$ cat config.mk
export PLATFORM = sky130hd
export DESIGN_NAME = uart_rx_core
export DESIGN_NICKNAME = d
export VERILOG_FILES = /design/src/rtl/uart_rx_core.sv
export SDC_FILE = /design/constraint.sdc
export NUM_CORES = 1
export LEC_CHECK = 0
export CORE_AREA = 2 2 59 61
export DETAILED_ROUTE_END_ITERATION = 10
export DIE_AREA = 0 0 61 63
export PLACE_DENSITY = 0.8
export SYNTH_ARGS = -nofsm -noshare
export SYNTH_HDL_FRONTEND = slang
export SYNTH_SLANG_ARGS = --single-unit
$ cat constraint.sdc
create_clock -name clkIN -period 3.3 [get_ports clkIN]
set_input_delay 0.99 -clock clkIN [delete_from_list [all_inputs] [get_ports clkIN]]
set_output_delay 0.99 -clock clkIN [all_outputs]
set_load 0.01 [all_outputs]
$ cat src/rtl/uart_rx_core.sv
`default_nettype none
// ============================================================================
// Module : uart_rx_core
// 8N1 UART receiver: oversampled deframing with a valid/read output register.
// Rev    : 1.0
// ============================================================================
module uart_rx_core #(
  parameter int CLK_FREQ   = 48_000_000,
  parameter int BAUD_RATE  = 9600,
  parameter int OVERSAMPLE = 16
) (
  input  logic       clkIN,
  input  logic       resetIN,
  input  logic       rxIN,
  input  logic       readIN,
  output logic [7:0] dataOUT,
  output logic       dataValidOUT,
  output logic       frameErrOUT,
  output logic       overrunOUT,
  output logic       busyOUT
);

  localparam int DIV   = CLK_FREQ / (BAUD_RATE * OVERSAMPLE);
  localparam int DIV_W = (DIV > 1) ? $clog2(DIV) : 1;
  localparam int SMP_W = $clog2(OVERSAMPLE);

  localparam logic [DIV_W-1:0] DIV_LAST = DIV_W'(DIV - 1);
  localparam logic [SMP_W-1:0] SMP_LAST = SMP_W'(OVERSAMPLE - 1);
  localparam logic [SMP_W-1:0] SMP_MID  = SMP_W'(OVERSAMPLE / 2 - 1);

  generate
    if (DIV < 1) begin : g_div_invalid
      $error("uart_rx_core: CLK_FREQ/(BAUD_RATE*OVERSAMPLE) must be at least 1");
    end
  endgenerate

  typedef enum logic [2:0] {
    S_IDLE  = 3'd0,
    S_START = 3'd1,
    S_DATA  = 3'd2,
    S_STOP  = 3'd3,
    S_BREAK = 3'd4
  } state_t;

  state_t           r_state;
  logic             r_rx_meta;
  logic             r_rx_s;
  logic [DIV_W-1:0] r_div_cnt;
  logic [SMP_W-1:0] r_smp_cnt;
  logic [2:0]       r_bit_cnt;
  logic [7:0]       r_shift;
  logic             r_load_pend;
  logic             w_tick;

  // Synchronizer flops idle high so reset never looks like a start edge.
  always_ff @(posedge clkIN) begin
    if (resetIN) begin
      r_rx_meta <= 1'b1;
      r_rx_s    <= 1'b1;
    end else begin
      r_rx_meta <= rxIN;
      r_rx_s    <= r_rx_meta;
    end
  end

  assign w_tick = (r_div_cnt == DIV_LAST);

  always_ff @(posedge clkIN) begin
    if (resetIN) begin
      r_state      <= S_IDLE;
      r_div_cnt    <= '0;
      r_smp_cnt    <= '0;
      r_bit_cnt    <= '0;
      r_shift      <= '0;
      r_load_pend  <= 1'b0;
      dataOUT      <= '0;
      dataValidOUT <= 1'b0;
      frameErrOUT  <= 1'b0;
      overrunOUT   <= 1'b0;
      busyOUT      <= 1'b0;
    end else begin
      r_load_pend <= 1'b0;
      frameErrOUT <= 1'b0;

      // Divider is held at zero in IDLE so sampling phase locks to the start edge.
      if (r_state == S_IDLE || w_tick) begin
        r_div_cnt <= '0;
      end else begin
        r_div_cnt <= r_div_cnt + DIV_W'(1);
      end

      case (r_state)
        S_IDLE: begin
          if (!r_rx_s) begin
            r_state   <= S_START;
            r_smp_cnt <= '0;
            busyOUT   <= 1'b1;
          end
        end
        S_START: begin
          if (w_tick) begin
            if (r_smp_cnt == SMP_MID) begin
              r_smp_cnt <= '0;
              r_bit_cnt <= '0;
              if (r_rx_s) begin
                r_state <= S_IDLE;
                busyOUT <= 1'b0;
              end else begin
                r_state <= S_DATA;
              end
            end else begin
              r_smp_cnt <= r_smp_cnt + SMP_W'(1);
            end
          end
        end
        S_DATA: begin
          if (w_tick) begin
            if (r_smp_cnt == SMP_LAST) begin
              r_smp_cnt <= '0;
              r_shift   <= {r_rx_s, r_shift[7:1]};
              if (r_bit_cnt == 3'd7) begin
                r_state <= S_STOP;
              end else begin
                r_bit_cnt <= r_bit_cnt + 3'd1;
              end
            end else begin
              r_smp_cnt <= r_smp_cnt + SMP_W'(1);
            end
          end
        end
        S_STOP: begin
          if (w_tick) begin
            if (r_smp_cnt == SMP_LAST) begin
              r_smp_cnt <= '0;
              if (r_rx_s) begin
                r_state     <= S_IDLE;
                busyOUT     <= 1'b0;
                r_load_pend <= 1'b1;
              end else begin
                r_state     <= S_BREAK;
                frameErrOUT <= 1'b1;
              end
            end else begin
              r_smp_cnt <= r_smp_cnt + SMP_W'(1);
            end
          end
        end
        S_BREAK: begin
          if (r_rx_s) begin
            r_state <= S_IDLE;
            busyOUT <= 1'b0;
          end
        end
        default: begin
          r_state <= S_IDLE;
          busyOUT <= 1'b0;
        end
      endcase

      // A pending load wins over a same-cycle read; the read still clears overrun.
      if (r_load_pend && (!dataValidOUT || readIN)) begin
        dataOUT      <= r_shift;
        dataValidOUT <= 1'b1;
        if (readIN) begin
          overrunOUT <= 1'b0;
        end
      end else if (r_load_pend) begin
        overrunOUT <= 1'b1;
      end else if (readIN) begin
        dataValidOUT <= 1'b0;
        overrunOUT   <= 1'b0;
      end
    end
  end

endmodule
`default_nettype wire

==> results of run 1 <==
==> layout make-up <==
cell class | count | area, um2 | area share, %
sequential | 42 | 841 | 40.2
multi-input combinational | 146 | 931 | 44.5
timing repair buffer | 17 | 165 | 7.90
inverter | 4 | 15.0 | 0.718
tap | 46 | 57.6 | 2.75
clock inverter | 3 | 43.8 | 2.09
clock buffer | 5 | 37.5 | 1.80
==> how the worst min path moves through the flow <==
stage / startpoint / endpoint / slack [ns] / cells past startpoint
final: r_rx_meta$_SDFF_PP1_ / r_rx_s$_SDFF_PP1_ / 0.44 / 1
after CTS: r_rx_meta$_SDFF_PP1_ / r_rx_s$_SDFF_PP1_ / 0.44 / 1
after floorplan: r_rx_meta$_SDFF_PP1_ / r_rx_s$_SDFF_PP1_ / 0.39 / 1
after global placement: r_rx_meta$_SDFF_PP1_ / r_rx_s$_SDFF_PP1_ / 0.40 / 1
after detailed placement: r_rx_meta$_SDFF_PP1_ / r_rx_s$_SDFF_PP1_ / 0.40 / 1
after global routing: r_rx_meta$_SDFF_PP1_ / r_rx_s$_SDFF_PP1_ / 0.45 / 1
==> state kept, by name (all words and copies together) (netlist names), 3 cells and up <==
register / cells
dataOUT: 8
r_shift: 8
r_div_cnt: 9
r_smp_cnt: 4
r_state: 3
r_bit_cnt: 3
==> through the flow <==
step	total power, uW	instances	hold WS, ns
after floorplan	635	202	0.389
after global placement	665	255	0.403
after detailed placement	673	255	0.399
after CTS	1000	263	0.438
after global routing	1040	263	0.446
final	994	263	0.439
==> metal layers <==
metal / GRT usage (%) / part of all wire [%]
met1: 25.5 / 45
met3: 6.00 / 4.4
met5: 0 / 0
met4: 7.34 / 1.6
met2: 32.8 / 49
==> report_power, final <==
group | total, uW | internal [uW] | leakage [uW] | switching [uW]
Combinational | 127 | 50.0 | 0.000415 | 77.4
Clock | 331 | 161 | 0.0000456 | 170
Sequential | 536 | 519 | 0.000339 | 16.6
Total | 994 | 730 | 0.000800 | 264
==> placed cells by master (no fill, tap or decap), types with 2 or more instances in the layout <==
cell,count
nand2b_1,3
nor2_1,35
ha_1,4
mux2i_1,18
or2_2,2
o21ai_0,8
and3_1,4
buf_4,2
clkdlybuf4s50_1,15
o31ai_1,4
or3_1,4
nor3b_1,4
nor3_1,3
nor4_1,2
xnor2_1,4
nand3b_1,3
or4_1,2
nand2_1,9
dfxtp_1,42
inv_1,4
nand4_1,2
clkbuf_4,5
nand3_1,9
a21oi_1,11
xor2_1,3
==> logic make-up (layout without fill, tap and decap cells) <==
group / Yosys count / after routing / share of synthesized area (%)
AOI/OAI and AO/OA: 28 / 28 / 8.74
muxes: 18 / 18 / 9.83
xor gates and xnor gates: 7 / 7 / 3.34
DFF: 42 / 42 / 45.9
and+or+nand+nor: 89 / 89 / 26.1
buffers and inverters: 14 / 29 / 3.34
adders and majority gates: 4 / 4 / 2.73
==> flow_summary_export.csv, run 1 <==
group,metric,value,unit
global_routing,grt_max_degree,33,
synth,yosysMostFrequentCell,"dfxtp_1",
timing,skew,0.0139,ns
setup_path,critPathMaxStageDelay,0.56,ns
timing,rsz0062_at_grt,"no",
route,route.detailed.vias_per_inst,5.49,
global_routing,antenna_found_initial,0,
job,cap_viol_max_count,0,
clock_tree,cts.clk_slew.worst_paths,0.13,ns
setup_path,endpoint,"dataValidOUT",
placed_design,place_area,0.00201,mm2
synth,synth-seq-area-share,45.9,%
finish,fin_area,0.00209,mm2
floorplan,die_area,0.00384,mm2
setup_path,worstSetupEndpointType,"primary output",
route,drtAntennaViolNets,0,
finish,nets,224,
min_path,min_path_type,"flop to flop",
clock_tree,ctsResizeCount,0,
synth,synthArstFlopShare,0,%
finish,fin_util,64.7,%
placed_design,port_buffers,15,
synth,netlist.area_leader.share,45.9,%
floorplan,dieHeight,63,um
synth,mappedNetlistArea,0.00183,mm2
synth,synthCells,202,
global_routing,grt_usage,20.4,%
global_routing,grt_pass1_vias,1404,
setup_path,crit_start,"dataValidOUT$_SDFFE_PP0P_",
setup_path,start_kind,"flop",
placed_design,pre_cts_slack,1.03,ns
timing,fmax,0.435,GHz
synth,synth-edff-count,0,
pwr,vdd_ir_drop_max,0.358,mV
clock_tree,tritoncts,"done",
setup_path,slowest_stage,"clkdlybuf4s50_1",
synth,avgSynthCellArea,9.07,um2
floorplan,io_pins,16,
floorplan,die_w,61,um
clock_tree,cts-hold-fix-buffers,0,
setup_path,worstReg2RegStart,"r_div_cnt[3]$_SDFF_PP0_",
synth,synth_top_area_cell,"dfxtp_1",
route,wl_per_cell,13.2,um
floorplan,rows,21,
placed_design,routabilityCongestion,0.863,
synth,ys_ff_latch,42,
synth,synth_ff_type,"dfxtp_1",
placed_design,place_hpwl,2520,um
route,drt_wl_total,3460,um
floorplan,core_area,0.00323,mm2
clock_tree,cts_buffers,5,
synth,ys_warn_count,0,
pwr,p_leak,0.000800,uW
clock_tree,clkLatencyLatePin,0.36,ns
synth,synthTopCellsByCount,"dfxtp_1, nor2_1, mux2i_1",
outcome,outcome,"completed",
clock_tree,clock-sinks,42,
setup_path,worstSetupPathType,"flop to primary output",
setup_path,path_buf_inv,1,
route,vias,1445,
timing,hold_viol_final,0,
setup_path,crit_chain,"clkdlybuf4s50_1",
synth,yosys.cell_types.count,37,
setup_path,arrival,1.31,ns
setup_path,reg2reg_to,"r_shift[6]$_SDFFE_PP0P_",
finish,synthToLayoutAreaGrowth,14.1,%
setup_path,cp_num_cells,1,
setup_path,crit_family,"buffers and inverters",
finish,drive_above_1_share,6.45,%
clock_tree,clockBufferDepth,2,
route,drt_iter0_markers,104,
setup_path,cp_max_fo,4,
timing,setup_viol_count_final,0,
route,drt_first_pass_iters,4,
global_routing,grt_pass1_wl,6040,um
finish,fillers,286,
setup_path,r2r_cells,5,
clock_tree,cts-root-buf,"clkbuf_4",
setup_path,worstPathRequired,2.31,ns
pwr,powerDensity,475,mW/mm2
timing,slew_headroom,49.4,%
route,drcViolationCount,0,
timing,fin_crit_sh,69.7,%
timing,fin_setup_tns,0,ns
clock_tree,h-tree-depth,2,
timing,worstMarginPinSlew,0.758,ns
finish,antenna_cells,0,
floorplan,initial_core_util,56.7,%
timing,slew_violations,0,
synth,syn-num-nets,210,
synth,synthTopCellsByArea,"dfxtp_1, mux2i_1, nor2_1, a21oi_1, ha_1",
timing,finalCriticalPeriod,2.30,ns
timing,worst_slack,1.00,ns
global_routing,grt.overflow.total,0,
clock_tree,post_cts_buffers,0,
setup_path,worst-r2r-setup-slack,1.05,ns
(Power assumes the default switching activity.)
==> inputs of run 2 (changes only) <==
==> config.mk (replaced) <==
export PLATFORM = sky130hd
export DESIGN_NAME = uart_rx_core
export DESIGN_NICKNAME = d
export VERILOG_FILES = /design/src/rtl/uart_rx_core.sv
export SDC_FILE = /design/constraint.sdc
export NUM_CORES = 1
export LEC_CHECK = 0
export CORE_AREA = 2 2 63 65
export DETAILED_ROUTE_END_ITERATION = 10
export DIE_AREA = 0 0 65 67
export PLACE_DENSITY = 0.74
export SYNTH_ARGS = -nofsm -noshare
export SYNTH_HDL_FRONTEND = slang
export SYNTH_SLANG_ARGS = --single-unit
==> constraint.sdc (replaced) <==
create_clock -name clkIN -period 1.9 [get_ports clkIN]
set_input_delay 0.57 -clock clkIN [delete_from_list [all_inputs] [get_ports clkIN]]
set_output_delay 0.57 -clock clkIN [all_outputs]
set_load 0.01 [all_outputs]
==> run 2 against run 1 <==
  * The run now ends with negative setup slack left
  * Utilization up 4.4 points
  * Die area rose by 13%
  * Clock skew fell by 0.010 ns
  * Register-to-register slack worse by 1.1 ns
  * Largest power group unchanged
==> flow_summary_export.csv, run 2 (synthesis results as in run 1) <==
group,metric,value,unit
finish,reg.largest.list,"r_div_cnt x9, dataOUT x8, r_shift x8",
route,drt_wl_total,4200,um
pwr,powerDensity,752,mW/mm2
placed_design,routabilityCongestion,0.834,
global_routing,grt_pass1_wl,6640,um
clock_tree,cts-root-buf,"clkbuf_8",
floorplan,rows,22,
global_routing,grt_pass1_vias,1494,
route,wl_per_cell,14.1,um
pwr,p_total,1870,uW
setup_path,worstSetupEndpointType,"flop",
clock_tree,cts-hold-fix-buffers,0,
placed_design,port_buffers,15,
route,drt_first_pass_iters,4,
finish,layout_commonest_cell,"dfxtp_1",
timing,hold_viol_final,0,
timing,fin_crit_sh,104,%
clock_tree,cts_buffers,5,
setup_path,crit_family,"simple AND/OR/NAND/NOR gates",
outcome,violations,"negative setup slack",
timing,rsz0062_at_grt,"yes",
placed_design,place_hpwl,2600,um
floorplan,core_area,0.00361,mm2
timing,worst_slack,-0.0844,ns
finish,synthToLayoutAreaGrowth,35.8,%
pwr,p_leak,0.000985,uW
route,drt_iter0_markers,102,
setup_path,slowest_stage,"or4b_4",
route,route.detailed.vias_per_inst,5.37,
floorplan,die_area,0.00436,mm2
global_routing,grt_usage,19.9,%
timing,fmax,0.504,GHz
job,cap_viol_max_count,0,
finish,top_register,"r_div_cnt",
finish,layout_common_cells,"dfxtp_1, nor2_1, buf_4, mux2i_1, clkdlybuf4s50_1",
global_routing,grt_max_degree,18,
setup_path,path_buf_inv,1,
finish,stdcell_count,298,
clock_tree,clock-sinks,42,
finish,antenna_cells,0,
setup_path,critPathMaxStageDelay,0.57,ns
global_routing,grt.overflow.total,0,
clock_tree,h-tree-depth,2,
finish,largest_reg_flops,9,
min_path,min_path_type,"flop to flop",
route,vias,1600,
pwr,vdd_ir_drop_max,0.521,mV
finish,drive_above_1_share,28.4,%
timing,whs,0.417,ns
timing,slew_violations,0,
finish,fin_area,0.00249,mm2
timing,slew_headroom,68.7,%
timing,finalCriticalPeriod,1.98,ns
finish,nets,257,
clock_tree,clockBufferDepth,2,
placed_design,place_area,0.00221,mm2
timing,worstMarginPinSlew,0.469,ns
finish,fin_util,69.0,%
setup_path,cp_max_fo,5,
floorplan,initial_core_util,50.8,%
setup_path,worstPathRequired,2.14,ns
finish,fillers,271,
route,drcViolationCount,0,
setup_path,start_kind,"flop",
timing,skew,0.00370,ns
placed_design,dp_cells,282,
setup_path,crit_chain,"or4b_4 -> buf_6 -> o21ai_1 -> nand3_2 -> or4_4 -> a21oi_2",
clock_tree,cts.clk_slew.worst_paths,0.08,ns
clock_tree,clkLatencyLatePin,0.30,ns
route,drtAntennaViolNets,0,
setup_path,arrival,2.23,ns
outcome,outcome,"finished, violations left",
floorplan,die_w,65,um
setup_path,worstSetupPathType,"flop to flop",
floorplan,dieHeight,67,um
floorplan,io_pins,16,
clock_tree,tritoncts,"done",
global_routing,antenna_found_initial,0,
timing,setup_viol_count_final,5,
## run 2: where the power goes
part	internal [uW]	total (uW)	switching, uW
clock	258	580	322
combinational	189	359	170
sequential	902	934	32.2
## run 2: cell type report
cell class              count  area, um2  area share (%)
clock inverters             3       21.3           0.854
inverters                   4       15.0           0.603
flip-flops and latches     42        846            34.0
clock buffers               5       68.8            2.76
multi-input cells         146       1050            42.0
well taps                  48       60.1            2.41
repair buffers             50        433            17.4
## run 2: final timing paths
check | start | endpoint | slack [ns] | cells past startpoint
hold / removal | r_rx_meta$_SDFF_PP1_ | r_rx_s$_SDFF_PP1_ | 0.42 | 1
hold reg to reg | r_rx_meta$_SDFF_PP1_ | r_rx_s$_SDFF_PP1_ | 0.42 | 1
setup reg to reg | r_div_cnt[6]$_SDFF_PP0_ | r_state[0]$_SDFFE_PP0P_ | -0.08 | 6
setup / recovery | r_div_cnt[6]$_SDFF_PP0_ | r_state[0]$_SDFFE_PP0P_ | -0.08 | 6
## run 2: layer usage
layer | global-route usage [%] | vias up | routed length (um)
met5 | 0 | - | 0
met1 | 24.1 | 756 | 1810
met2 | 33.6 | 38 | 2180
li1 | - | 800 | -
met3 | 4.56 | 6 | 151
met4 | 8.51 | 0 | 64
## run 2: through the flow
step / setup slack, ns / TNS [ns]
finish: -0.0844 / -0.226
global route: -0.122 / -0.934
CTS: -0.0555 / -0.129
detailed placement: -0.119 / -0.433
global placement: -0.106 / -0.319
floorplan: -0.182 / -1.78
## run 2: what timing repair did
action | in CTS | in global routing
setup buffers | 4 | 4
resized for setup | 14 | 23
setup endpoints to repair | 18 | 19
pin swaps | 6 | 17
gates cloned | 0 | 0
==> inputs of run 3 (changes only) <==
--- a/config.mk
+++ b/config.mk
@@ -9,6 +9,7 @@
 export DETAILED_ROUTE_END_ITERATION = 10
 export DIE_AREA = 0 0 65 67
 export PLACE_DENSITY = 0.74
+export RECOVER_POWER = 50
 export SYNTH_ARGS = -nofsm -noshare
 export SYNTH_HDL_FRONTEND = slang
 export SYNTH_SLANG_ARGS = --single-unit
==> run 3 against run 2 <==
  * The run still ends with negative setup slack left
  * Clock skew hardly changed
  * Sequential share of layout area is 0.14 points higher
  * Register-to-register slack hardly changed
  * Maximum frequency hardly changed
  * Sequential cell count stayed put
  * Critical path depth stayed put
  * Hold slack hardly changed
  * Final cell count stayed put
  * Critical path type unchanged
  * Largest cell class unchanged
==> flow_summary_export.csv, run 3 (synthesis results as in run 1) <==
group,metric,value,unit
placed_design,place_area,0.00221,mm2
route,vias,1595,
floorplan,core_area,0.00361,mm2
timing,fin_setup_tns,-0.227,ns
clock_tree,clkLatencyLatePin,0.30,ns
setup_path,worstReg2RegStart,"r_div_cnt[6]$_SDFF_PP0_",
setup_path,worstSetupEndpointType,"flop",
timing,worst_slack,-0.0843,ns
placed_design,place_hpwl,2600,um
floorplan,initial_core_util,50.8,%
setup_path,arrival,2.23,ns
pwr,powerDensity,754,mW/mm2
finish,layout_common_cells,"dfxtp_1, nor2_1, buf_4, mux2i_1, clkdlybuf4s50_1",
clock_tree,cts-hold-fix-buffers,0,
finish,antenna_cells,0,
timing,slew_headroom,68.7,%
clock_tree,clockBufferDepth,2,
route,drcViolationCount,0,
pwr,p_sw_share,28.0,%
route,route.detailed.vias_per_inst,5.35,
timing,slew_violations,0,
outcome,violations,"negative setup slack",
route,drt_wl_total,4200,um
floorplan,dieHeight,67,um
pwr,clockPowerShare,31.0,%
clock_tree,cts.clk_slew.worst_paths,0.08,ns
timing,skew,0.00374,ns
route,drt_iter0_markers,103,
timing,worstMarginPinSlew,0.469,ns
timing,hold_viol_final,0,
global_routing,grt_max_degree,18,
route,drtAntennaViolNets,0,
setup_path,r2r_cells,6,
floorplan,io_pins,16,
min_path,min_path_type,"flop to flop",
setup_path,start_kind,"flop",
finish,layout_commonest_cell,"dfxtp_1",
setup_path,worstSetupPathType,"flop to flop",
route,wl_per_cell,14.1,um
timing,fmax,0.504,GHz
job,cap_viol_max_count,0,
setup_path,cp_max_fo,5,
timing,finalCriticalPeriod,1.98,ns
setup_path,crit_start,"r_div_cnt[6]$_SDFF_PP0_",
timing,fin_crit_sh,104,%
setup_path,worstPathRequired,2.14,ns
finish,fin_area,0.00248,mm2
floorplan,rows,22,
pwr,p_sw,523,uW
placed_design,routabilityCongestion,0.834,
finish,synthToLayoutAreaGrowth,35.3,%
finish,nets,257,
pwr,p_int,1350,uW
clock_tree,cts-root-buf,"clkbuf_8",
finish,top_register,"r_div_cnt",
finish,largest_reg_flops,9,
finish,drive_above_1_share,27.6,%
timing,setup_viol_count_final,5,
outcome,outcome,"finished, violations left",
min_path,min_path_cells,1,
min_path,min_from,"r_rx_meta$_SDFF_PP1_",
global_routing,grt_usage,19.9,%
global_routing,grt.overflow.total,0,
clock_tree,clock-sinks,42,
route,drt_first_pass_iters,4,
pwr,seqPwrFrac,49.9,%
clock_tree,cts_buffers,5,
placed_design,port_buffers,15,
pwr,vdd_ir_drop_max,0.520,mV
clock_tree,tritoncts,"done",
finish,reg.largest.list,"r_div_cnt x9, dataOUT x8, r_shift x8",
clock_tree,h-tree-depth,2,
pwr,p_comb_share,19.1,%
global_routing,antenna_found_initial,0,
global_routing,grt_pass1_wl,6640,um
floorplan,die_area,0.00436,mm2
global_routing,grt_pass1_vias,1494,
timing,rsz0062_at_grt,"yes",
placed_design,pre_cts_slack,-0.119,ns
pwr,p_leak,0.000977,uW
floorplan,die_w,65,um
-- run 3: metrics by stage --
step / utilization (%) / hold WS (ns) / total power, uW / cells
5_1_grt: 68.8 / 0.452 / 1960 / 298
2_1_floorplan: - / 0.389 / 1100 / 202
6_report: 68.8 / 0.417 / 1870 / 298
4_1_cts: 66.1 / 0.417 / 1810 / 294
3_5_place_dp: 61.4 / 0.396 / 1200 / 282
3_3_place_gp: 61.4 / 0.391 / 1190 / 282
-- run 3: power groups by stage --
stage / Sequential, uW / Clock, uW / Combinational (uW)
floorplan: 935 / 0 / 168
global placement: 948 / 0 / 243
detailed placement: 949 / 0 / 247
CTS: 928 / 589 / 296
global route: 939 / 630 / 393
finish: 934 / 579 / 356
-- run 3: worst max-delay path: stages (launching register included) --
cell	delay (ns)
dfxtp_2	0.32
or4b_4	0.57
buf_6	0.16
o21ai_1	0.17
nand3_2	0.14
or4_4	0.44
a21oi_2	0.12
-- run 3: cell type report --
| cell class | count | area, um2 |
|---|---|---|
| Multi-Input combinational cell | 146 | 1050 |
| Inverter | 4 | 15.0 |
| Tap cell | 48 | 60.1 |
| Timing Repair Buffer | 50 | 423 |
| Clock buffer | 5 | 68.8 |
| Fill cell | 276 | 1130 |
| Sequential cell | 42 | 846 |
| Clock inverter | 3 | 21.3 |
-- run 3: path summary, 6_finish.rpt --
check	end	slack, ns
max reg2reg	r_state[0]$_SDFFE_PP0P_	-0.08
min	r_rx_s$_SDFF_PP1_	0.42
min reg2reg	r_rx_s$_SDFF_PP1_	0.42
max	r_state[0]$_SDFFE_PP0P_	-0.08
-- run 3: what timing repair did --
item | CTS | global route
endpoints found under the hold margin | 0 | 0
pin swaps | 6 | 17
resized for setup | 14 | 23
setup buffers | 4 | 4
endpoints found under the setup margin | 18 | 19
-- run 3: metal layers --
| layer | part of all wire, % | global-route usage, % | routed length (um) |
|---|---|---|---|
| met5 | 0 | 0 | 0 |
| met4 | 1.5 | 8.51 | 64 |
| met3 | 3.4 | 4.56 | 143 |
| met2 | 52 | 33.6 | 2180 |
| met1 | 43 | 24.1 | 1810 |
